**src/rtl/ws281x_chain_ctl.sv**
```systemverilog
// ws281x_chain_ctl: walks a linked list of pixel words held in on-chip RAM and serialises one frame, MSB first, then a latch gap.
// Latency: frame request to first bit_rdy_out is 3 cycles; each list hop costs 3 cycles; the latch gap lasts RST_CYCLES cycles.
// Backpressure: one bit per bit_rdy_out/bit_done_in handshake; a request seen while busy is queued as a single pending frame.
module ws281x_chain_ctl #(
    parameter int  PIX_BITS   = 24,
    parameter int  ADDR_W     = 6,
    parameter int  START_ADDR = 0,
    parameter int  RST_CYCLES = 10000,
    localparam int WORD_BYTES = PIX_BITS / 8 + 1
) (
    input  logic                  clk_in,
    input  logic                  rst_n_in,
    input  logic                  wr_en_in,
    input  logic [ADDR_W-1:0]     wr_addr_in,
    input  logic [WORD_BYTES-1:0] wr_byte_en_in,
    input  logic [7:0]            wr_data_in,
    input  logic                  frame_rdy_in,
    input  logic                  bit_done_in,
    output logic                  bit_rdy_out,
    output logic                  bit_data_out,
    output logic                  busy_out,
    output logic                  frame_done_out
);

    localparam int                WORD_W   = WORD_BYTES * 8;
    localparam int                SEL_W    = $clog2(PIX_BITS);
    localparam int                DEPTH    = 1 << ADDR_W;
    localparam logic [SEL_W-1:0]  SEL_LAST = SEL_W'(PIX_BITS - 1);
    localparam logic [ADDR_W-1:0] HEAD     = ADDR_W'(START_ADDR);
    localparam logic [ADDR_W:0]   PIX_MAX  = {1'b1, {ADDR_W{1'b0}}};
    localparam logic [31:0]       RST_LAST = 32'(RST_CYCLES - 1);

    localparam logic [2:0] S_IDLE  = 3'd0;
    localparam logic [2:0] S_RD0   = 3'd1;
    localparam logic [2:0] S_RD1   = 3'd2;
    localparam logic [2:0] S_SEND  = 3'd3;
    localparam logic [2:0] S_LATCH = 3'd4;

    logic [WORD_W-1:0]   r_mem [0:DEPTH-1];
    logic [WORD_W-1:0]   r_rd_word;
    logic [2:0]          r_state;
    logic [ADDR_W-1:0]   r_rd_addr;
    logic [ADDR_W-1:0]   r_next_addr;
    logic [ADDR_W:0]     r_pix_cnt;
    logic [31:0]         r_rst_cnt;
    logic [SEL_W-1:0]    r_bit_sel;
    logic [PIX_BITS-1:0] r_shift;
    logic                r_bit_rdy;
    logic                r_wait;
    logic                r_pending;

    logic [PIX_BITS-1:0] w_pix;
    logic [ADDR_W-1:0]   w_ptr;
    logic                w_unused_ptr_hi;
    logic                w_gap_end;

    assign w_pix           = r_rd_word[PIX_BITS-1:0];
    assign w_ptr           = r_rd_word[WORD_W-8 +: ADDR_W];
    // Pointer lane bits above ADDR_W are stored but carry no meaning.
    assign w_unused_ptr_hi = ^r_rd_word[WORD_W-1 -: 8];
    assign w_gap_end       = (r_state == S_LATCH) && (r_rst_cnt == RST_LAST);

    assign bit_rdy_out    = r_bit_rdy;
    assign bit_data_out   = r_shift[PIX_BITS-1];
    assign busy_out       = (r_state != S_IDLE);
    assign frame_done_out = w_gap_end;

    // RAM: byte-lane writes from the host port, registered read in RD0; read returns pre-write data on a collision.
    always_ff @(posedge clk_in) begin
        for (int b = 0; b < WORD_BYTES; b++) begin
            if (wr_en_in && wr_byte_en_in[b]) begin
                r_mem[wr_addr_in][b*8 +: 8] <= wr_data_in;
            end
        end
        if (r_state == S_RD0) begin
            r_rd_word <= r_mem[r_rd_addr];
        end
    end

    // Frame sequencer: list walk, per-bit handshake, latch gap and the one-deep request queue.
    always_ff @(posedge clk_in or negedge rst_n_in) begin
        if (!rst_n_in) begin
            r_state     <= S_IDLE;
            r_rd_addr   <= '0;
            r_next_addr <= '0;
            r_pix_cnt   <= '0;
            r_rst_cnt   <= '0;
            r_bit_sel   <= '0;
            r_shift     <= '0;
            r_bit_rdy   <= 1'b0;
            r_wait      <= 1'b0;
            r_pending   <= 1'b0;
        end else begin
            r_bit_rdy <= 1'b0;
            // Any request arriving outside IDLE (including the last LATCH cycle) is merged into pending.
            if ((r_state != S_IDLE) && frame_rdy_in) begin
                r_pending <= 1'b1;
            end
            case (r_state)
                S_IDLE: begin
                    if (frame_rdy_in || r_pending) begin
                        r_state   <= S_RD0;
                        r_rd_addr <= HEAD;
                        r_pix_cnt <= '0;
                        r_pending <= 1'b0;
                    end
                end
                S_RD0: begin
                    r_state <= S_RD1;
                end
                S_RD1: begin
                    r_shift     <= w_pix;
                    r_next_addr <= w_ptr;
                    r_bit_sel   <= '0;
                    r_pix_cnt   <= r_pix_cnt + 1'b1;
                    r_bit_rdy   <= 1'b1;
                    r_wait      <= 1'b1;
                    r_state     <= S_SEND;
                end
                S_SEND: begin
                    // r_wait makes a done pulse count only once per presented bit.
                    if (r_wait && bit_done_in) begin
                        r_wait <= 1'b0;
                        if (r_bit_sel == SEL_LAST) begin
                            // Runaway guard: a frame never exceeds DEPTH pixels even on a cyclic list.
                            if ((r_next_addr == HEAD) || (r_pix_cnt == PIX_MAX)) begin
                                r_state   <= S_LATCH;
                                r_rst_cnt <= '0;
                            end else begin
                                r_rd_addr <= r_next_addr;
                                r_state   <= S_RD0;
                            end
                        end else begin
                            r_bit_sel <= r_bit_sel + 1'b1;
                            r_shift   <= {r_shift[PIX_BITS-2:0], 1'b0};
                            r_bit_rdy <= 1'b1;
                            r_wait    <= 1'b1;
                        end
                    end
                end
                S_LATCH: begin
                    if (w_gap_end) begin
                        r_state <= S_IDLE;
                    end else begin
                        r_rst_cnt <= r_rst_cnt + 32'd1;
                    end
                end
                default: begin
                    r_state <= S_IDLE;
                end
            endcase
        end
    end

endmodule

```
**config.mk**
```make
export PLATFORM = sky130hd
export DESIGN_NAME = ws281x_chain_ctl
export DESIGN_NICKNAME = d
export VERILOG_FILES = /design/src/rtl/ws281x_chain_ctl.sv
export SDC_FILE = /design/constraint.sdc
export NUM_CORES = 2
export LEC_CHECK = 0
export CAP_MARGIN = 20
export CORE_MARGIN = 4
export CORE_UTILIZATION = 27
export DETAILED_ROUTE_END_ITERATION = 8
export GPL_TIMING_DRIVEN = 0
export PLACE_DENSITY = 0.47
export SYNTH_ARGS = -nofsm -noshare
export SYNTH_HDL_FRONTEND = slang
export SYNTH_SLANG_ARGS = --single-unit
```
**constraint.sdc**
```tcl
create_clock -name clk_in -period 4.2 [get_ports clk_in]
set_input_delay 0.63 -clock clk_in [delete_from_list [all_inputs] [get_ports clk_in]]
set_output_delay 0.63 -clock clk_in [all_outputs]
set_load 0.02 [all_outputs]
```
After elaboration in Yosys (flattened, before gate mapping)
Memory sizes are Yosys's and may differ from the RTL's. A register that Yosys moved wholly into a read port is not among the register bits.
Cells that the tools add are included.

storage, ports and cells
  register bits after elaboration = 86
  bits in writable memories = 2048
  output and inout port bits = 4
  logic and storage cells = 91
  memories kept = 1

memories
  memory  words  bits a word  read ports  clocked after Yosys merged registers in  write ports  RTL line  source
  r_mem   64     32           1           1                                        1            39        logic [WORD_W-1:0] r_mem [0:DEPTH-1];

cells by class
  $add $sub $neg = 3
  equal/unequal tests = 15
  muxes and demuxes = 40
  reduce and logical (&&, ||, !) cells = 22

operators with widths
  cell                     number
  $mux W32                 4
  $pmux W32 S2             1
  $mux W24                 2
  $pmux W24 S2             1
  $add A32 B1 Y32 const B  1
  $eq A32 B14 Y1 const B   1
  $mux W6                  4
  $ne A2 B2 Y1 const B     8
  $mux W3                  5
  $pmux W3 S5              1
  $mux W1                  14
  $pmux W7 S2              1
  $pmux W6 S2              1
  $mux W5                  2
  $pmux W5 S2              1
  $reduce_and A5 Y1        2
  $reduce_bool A2 Y1       4
  $add A7 B1 Y7 const B    1
  $eq A7 B7 Y1 const B     1
  $logic_and A1 B1 Y1      7
  $mux W7                  1
  $eq A3 B2 Y1 const B     2
  $logic_not A6 Y1         1
  $add A5 B1 Y5 const B    1
  other kinds (10)         13

Logic depth before layout (Yosys ltp)
  depth after elaboration = 6
  gate-level depth with buffers = 11
  gate-level depth less buffers = 7

Least setup slack after synthesis
OpenSTA, ideal clock, no wires.

  kind = reg2reg
  from = register r_state[0]
  to = register r_rd_word[0], read port of r_mem (enable)
  setup time = 0.455 ns
  arrival = 2.748 ns
  setup slack = 0.997 ns
  cell stages (with the launch flop) = 4
  path buffers = 1
  clock period less this slack = 3.203 ns
  cells stage by stage = dfrtp_1 > buf_2 > inv_1 > nor3_1

on the way
  cells in the longest elaborated chain, start to end = 1

RTL lines
  what                    RTL line  source
  start, declared         41        logic [2:0] r_state;
  start signal, assigned  83        r_state <= S_IDLE;
  start signal, assigned  102       r_state <= S_RD0;
  start signal, assigned  109       r_state <= S_RD1;
  $eq A3 B1 Y1            75        if (r_state == S_RD0) begin
  end, declared           40        logic [WORD_W-1:0] r_rd_word;

No other way between the ends.
A chain may end at the register's enable or synchronous reset.

==> key figures <==
Run status
  • Status: complete, but fails checks
  • Failing checks: negative setup slack

Power and ir drop
  • LEAKAGE: 27.6 nW
  • Peak VDD IR: roughly 0.35 mV
  • Switching power: 18.7 mW
  • Pwr/cell area: ~620 mW/mm^2
  • Clock network power share: about a third
  • Power share of the sequential group: 39.8%
  • Combinational share of power: 28.3%
  • Switching Share: 32.5%
  • P_int: a little under 40 mW

Worst setup path
  • Classification of the worst setup path: flip-flop to flip-flop
  • Path depth of the worst reg2reg path: 8
  • CP max-delay cell: clkbuf_1
  • Worst path required time: around 5000 ps
  • Origin of the critical flop-to-flop path: r_rd_addr[2]
  • R2R Path End: r_rd_word[5]
  • Critical path origin: r_rd_addr[2]
  • CP cell instances: buf_2 -> buf_2 -> clkbuf_1 -> mux4_2 -> o22ai_1 -> a211oi_1 -> o211ai_1 -> o21ai_0
  • Most used cell, CP: buf_2
  • Critical Path Fanout Max: 10
  • Startpoint Class: flip-flop
  • CP arrival: 4970 ps
  • CP max stage delay: 810 ps
  • Flop2flop setup slack: -50 ps
  • Endpoint class of the critical path: flip-flop

Timing
  • RSZ-0062 raised after global routing: no
  • Setup TNS Final: -128 ps
  • Slew Limit Fails: 0
  • Slew @ Worst Pin: 1270 ps
  • PnR worst setup slack: -51.1 ps
  • Final hold vios: 0
  • Final Cycle Share: 101%
  • Fmax: 235 MHz
  • Worst Clk Skew: about 60 ps
  • Setup Viol. Count Final: 3
  • Fin crit period: 4250 ps
  • Relative slew slack: 14.7%

Drt
  • M1 wire length: around 110000 um
  • Top sig layer: met5
  • Metal2 WL: 117000 um
  • DRC viols: 0
  • Met3 WL post-DR: ~17000 um
  • Final ANT Viol Nets: 0
  • Via count: 41500
  • DRT Pass-1 Iters: 6
  • Final Routed Wirelength: 254000 um
  • Vias/cell: 5.00
  • WL/cell: 30.6 um
  • First DRT Iteration DRCs: between 5000 and 6000

Die
  • Core ar.: 0.292 mm^2
  • Number of core rows: 198
  • Die Ht: 550 um
  • Initial Util: 27.2%
  • Die area: 0.303 mm^2
  • Num ports: 27
  • Die Width: 550 um

Clock network
  • CTS buffer count: around 210
  • CTS tree: done
  • Clock sinks: 2036
  • Root Driver: clkbuf_16
  • Max H-tree Level: 4
  • Worst-case clock buffer depth: 3
  • Clk_lat worst skew: roughly 880 ps
  • Clock slew at reported path FFs: roughly 70 ps

Global routing
  • Largest net degree at the start of global routing: around 140
  • GR Overflow Total: 0
  • Vias in the first global route: slightly above 40000
  • Antenna violations before repair: 24
  • GRT Overall Usage: 16.5%
  • First-pass GRT wire length: 347000 um

Min path
  • Worst min path class: input port to flip-flop
  • Hold Crit Depth: 1
  • Hold Path End: r_mem[42][6]
  • Hold_sp: wr_data_in[6]

Cells and area
  • Multi-input logic area: 0.0176 mm^2
  • Nets@finish: 4248
  • Layout area overhead: 16.3%
  • # fillers: 28300
  • Final Cell Area: 0.0923 mm^2
  • FF+latch area: 0.0607 mm^2
  • Fraction of layout cells with a size suffix above 1: 23.6%

Logic synthesis
  • Seq/Total Area, Yosys: about three quarters
  • Ys async rst share: 4.22%
  • Post-synth EDFFs: 1950
  • Post-Syn Nets: 3942
  • Synth Area in Compound Gates: 3.20%
  • Mapped Area: 0.0794 mm^2
  • Cells after Synth: 3915
  • Largest family of logic cells by synthesized area: multiplexers
  • Synthesized area per cell: 20.3 um^2
  • Multiplexer share of the synthesized area: between 10 and 15%
  • Ys flop type: edfxtp_1
  • Count of cell types in the netlist: 70
  • Warnings from Yosys: 0
  • Yosys reg bits: slightly above 2000
  • Synth Area in XOR/XNOR: 0.0772%
  • Post-Synth Adder-Cell Area: 0.0630%
  • Synth Area in Simple Gates: 3.78%

Place
  • Post-DP Area: approximately 0.085 mm^2
  • DP Worst Slack: -113 ps
  • Dpl hpwl: 177000 um
  • GP Congestion: 0.931
  • PortBufs: 20

Run
  • Number of max-cap violations: 0
==> worst max path at each step <==
stage	to	slack, ps	depth (start not counted)
after global routing	r_rd_word[17]	30	8
after detailed placement	r_rd_word[23]	-110	9
final	r_rd_word[5]	-50	8
after floorplan	r_rd_word[0]	1000	3
after global placement	r_mem[24][17]	-5960	1
after CTS	r_rd_word[6]	100	8
==> cell type report <==
cell class / instances / area share, %
buffer: 231 / 1.27
clock buffer: 281 / 6.10
clock inverter: 106 / 1.15
antenna: 8 / 0.0217
sequential: 2036 / 65.8
inverter: 8 / 0.0325
timing repair buffer: 93 / 1.37
multi-input combinational: 1640 / 19.0
tap: 3900 / 5.29
==> kinds of logic (layout without fill, tap and decap cells) <==
family,after synthesis,count (layout)
multiplexers,584,584
flip-flops,2036,2036
adder cells (fa/ha/maj),4,4
AO/OA/AOI/OAI,373,373
buffers and inverters,239,719
AND/OR/NAND/NOR,672,672
XOR/XNOR,7,7
other,0,8
==> layout by cell type, fill, tap and decap left out, types with 42 or more instances in the layout <==
cell type	count
dfrtp_1	86
mux4_2	474
edfxtp_1	1950
mux2i_1	57
clkbuf_1	157
nand2_1	171
o21ai_0	70
nand3_1	46
nor2_1	323
mux2_2	52
clkinv_1	42
buf_6	42
buf_4	45
o22ai_1	95
buf_2	74
clkbuf_16	213
==> critical path: cells and delay by family (launching register included) <==
| family | cells | cell delay, ps |
|---|---|---|
| buffers and inverters | 3 | 1600 |
| muxes | 1 | 370 |
| DFF | 1 | 350 |
| AOI/OAI and AO/OA | 4 | 1730 |
==> repair_timing <==
item,4_1_cts,5_1_grt
hold endpoints to repair,45,0
resized for setup,2,0
hold buffers,2,0
buffers inserted,3,0
endpoints found under the setup margin,5,0
==> state kept, by name (all words and copies together) (netlist names) <==
name,flops
r_pending,1
r_mem,1920
r_pix_cnt,7
r_rd_word,30
bit_rdy_out,1
r_next_addr,6
r_bit_sel,5
r_state,3
r_rst_cnt,32
r_shift,24
r_wait,1
r_rd_addr,6
==> metrics by stage <==
step | hold slack, ps | instances | power [mW] | util [%]
finish | 240 | 8303 | 57.7 | 31.6
global route | 221 | 8298 | 59.4 | 31.6
CTS | 197 | 8288 | 57.9 | 31.6
detailed placement | 454 | 7896 | 39.5 | 29.3
global placement | 454 | 7835 | 39.5 | 28.9
floorplan | 334 | 3915 | 32.1 | -
==> synth_stat cells (6+ instances only) <==
master	instances	area, um^2
nor2_1	327	1230
edfxtp_1	1950	58600
a31oi_1	26	163
buf_1	17	63.8
o32ai_1	14	123
o211ai_1	21	158
a21oi_1	12	60.1
mux2i_1	57	571
a221oi_1	6	52.6
o21ai_0	70	350
nor3b_1	9	67.6
a22oi_1	12	90.1
inv_1	8	30.0
nor3_1	13	65.1
dfrtp_1	86	2150
nand3_1	46	230
clkbuf_1	98	368
o22ai_1	96	601
buf_2	73	365
or4_1	10	75.1
o21ai_1	10	50.1
and3_1	9	56.3
nand2b_1	11	68.8
o221ai_1	17	149
a211oi_1	38	285
mux2_2	52	586
buf_4	31	233
o31ai_1	6	45.0
nor4_1	10	62.6
nor2b_1	11	68.8
buf_6	12	135
a22o_1	18	158
or3_1	21	131
mux4_2	474	10700
nand4_1	11	68.8
nand2_1	171	642
==> metal layers <==
layer	global-route usage, %	vias to the layer above
met3	2.86	344
met5	0	-
met1	23.1	22700
li1	-	16800
met4	6.20	4
met2	25.7	1617
==> power groups by stage <==
stage | Clock [mW] | Combinational, mW | Sequential, mW
after floorplan | 0 | 8.80 | 23.3
after global placement | 0 | 16.0 | 23.6
after detailed placement | 0 | 16.2 | 23.3
after CTS | 18.8 | 16.2 | 22.9
after global routing | 19.6 | 16.8 | 23.0
final | 18.4 | 16.3 | 22.9
No activity file was read; power rests on OpenSTA's default activity.
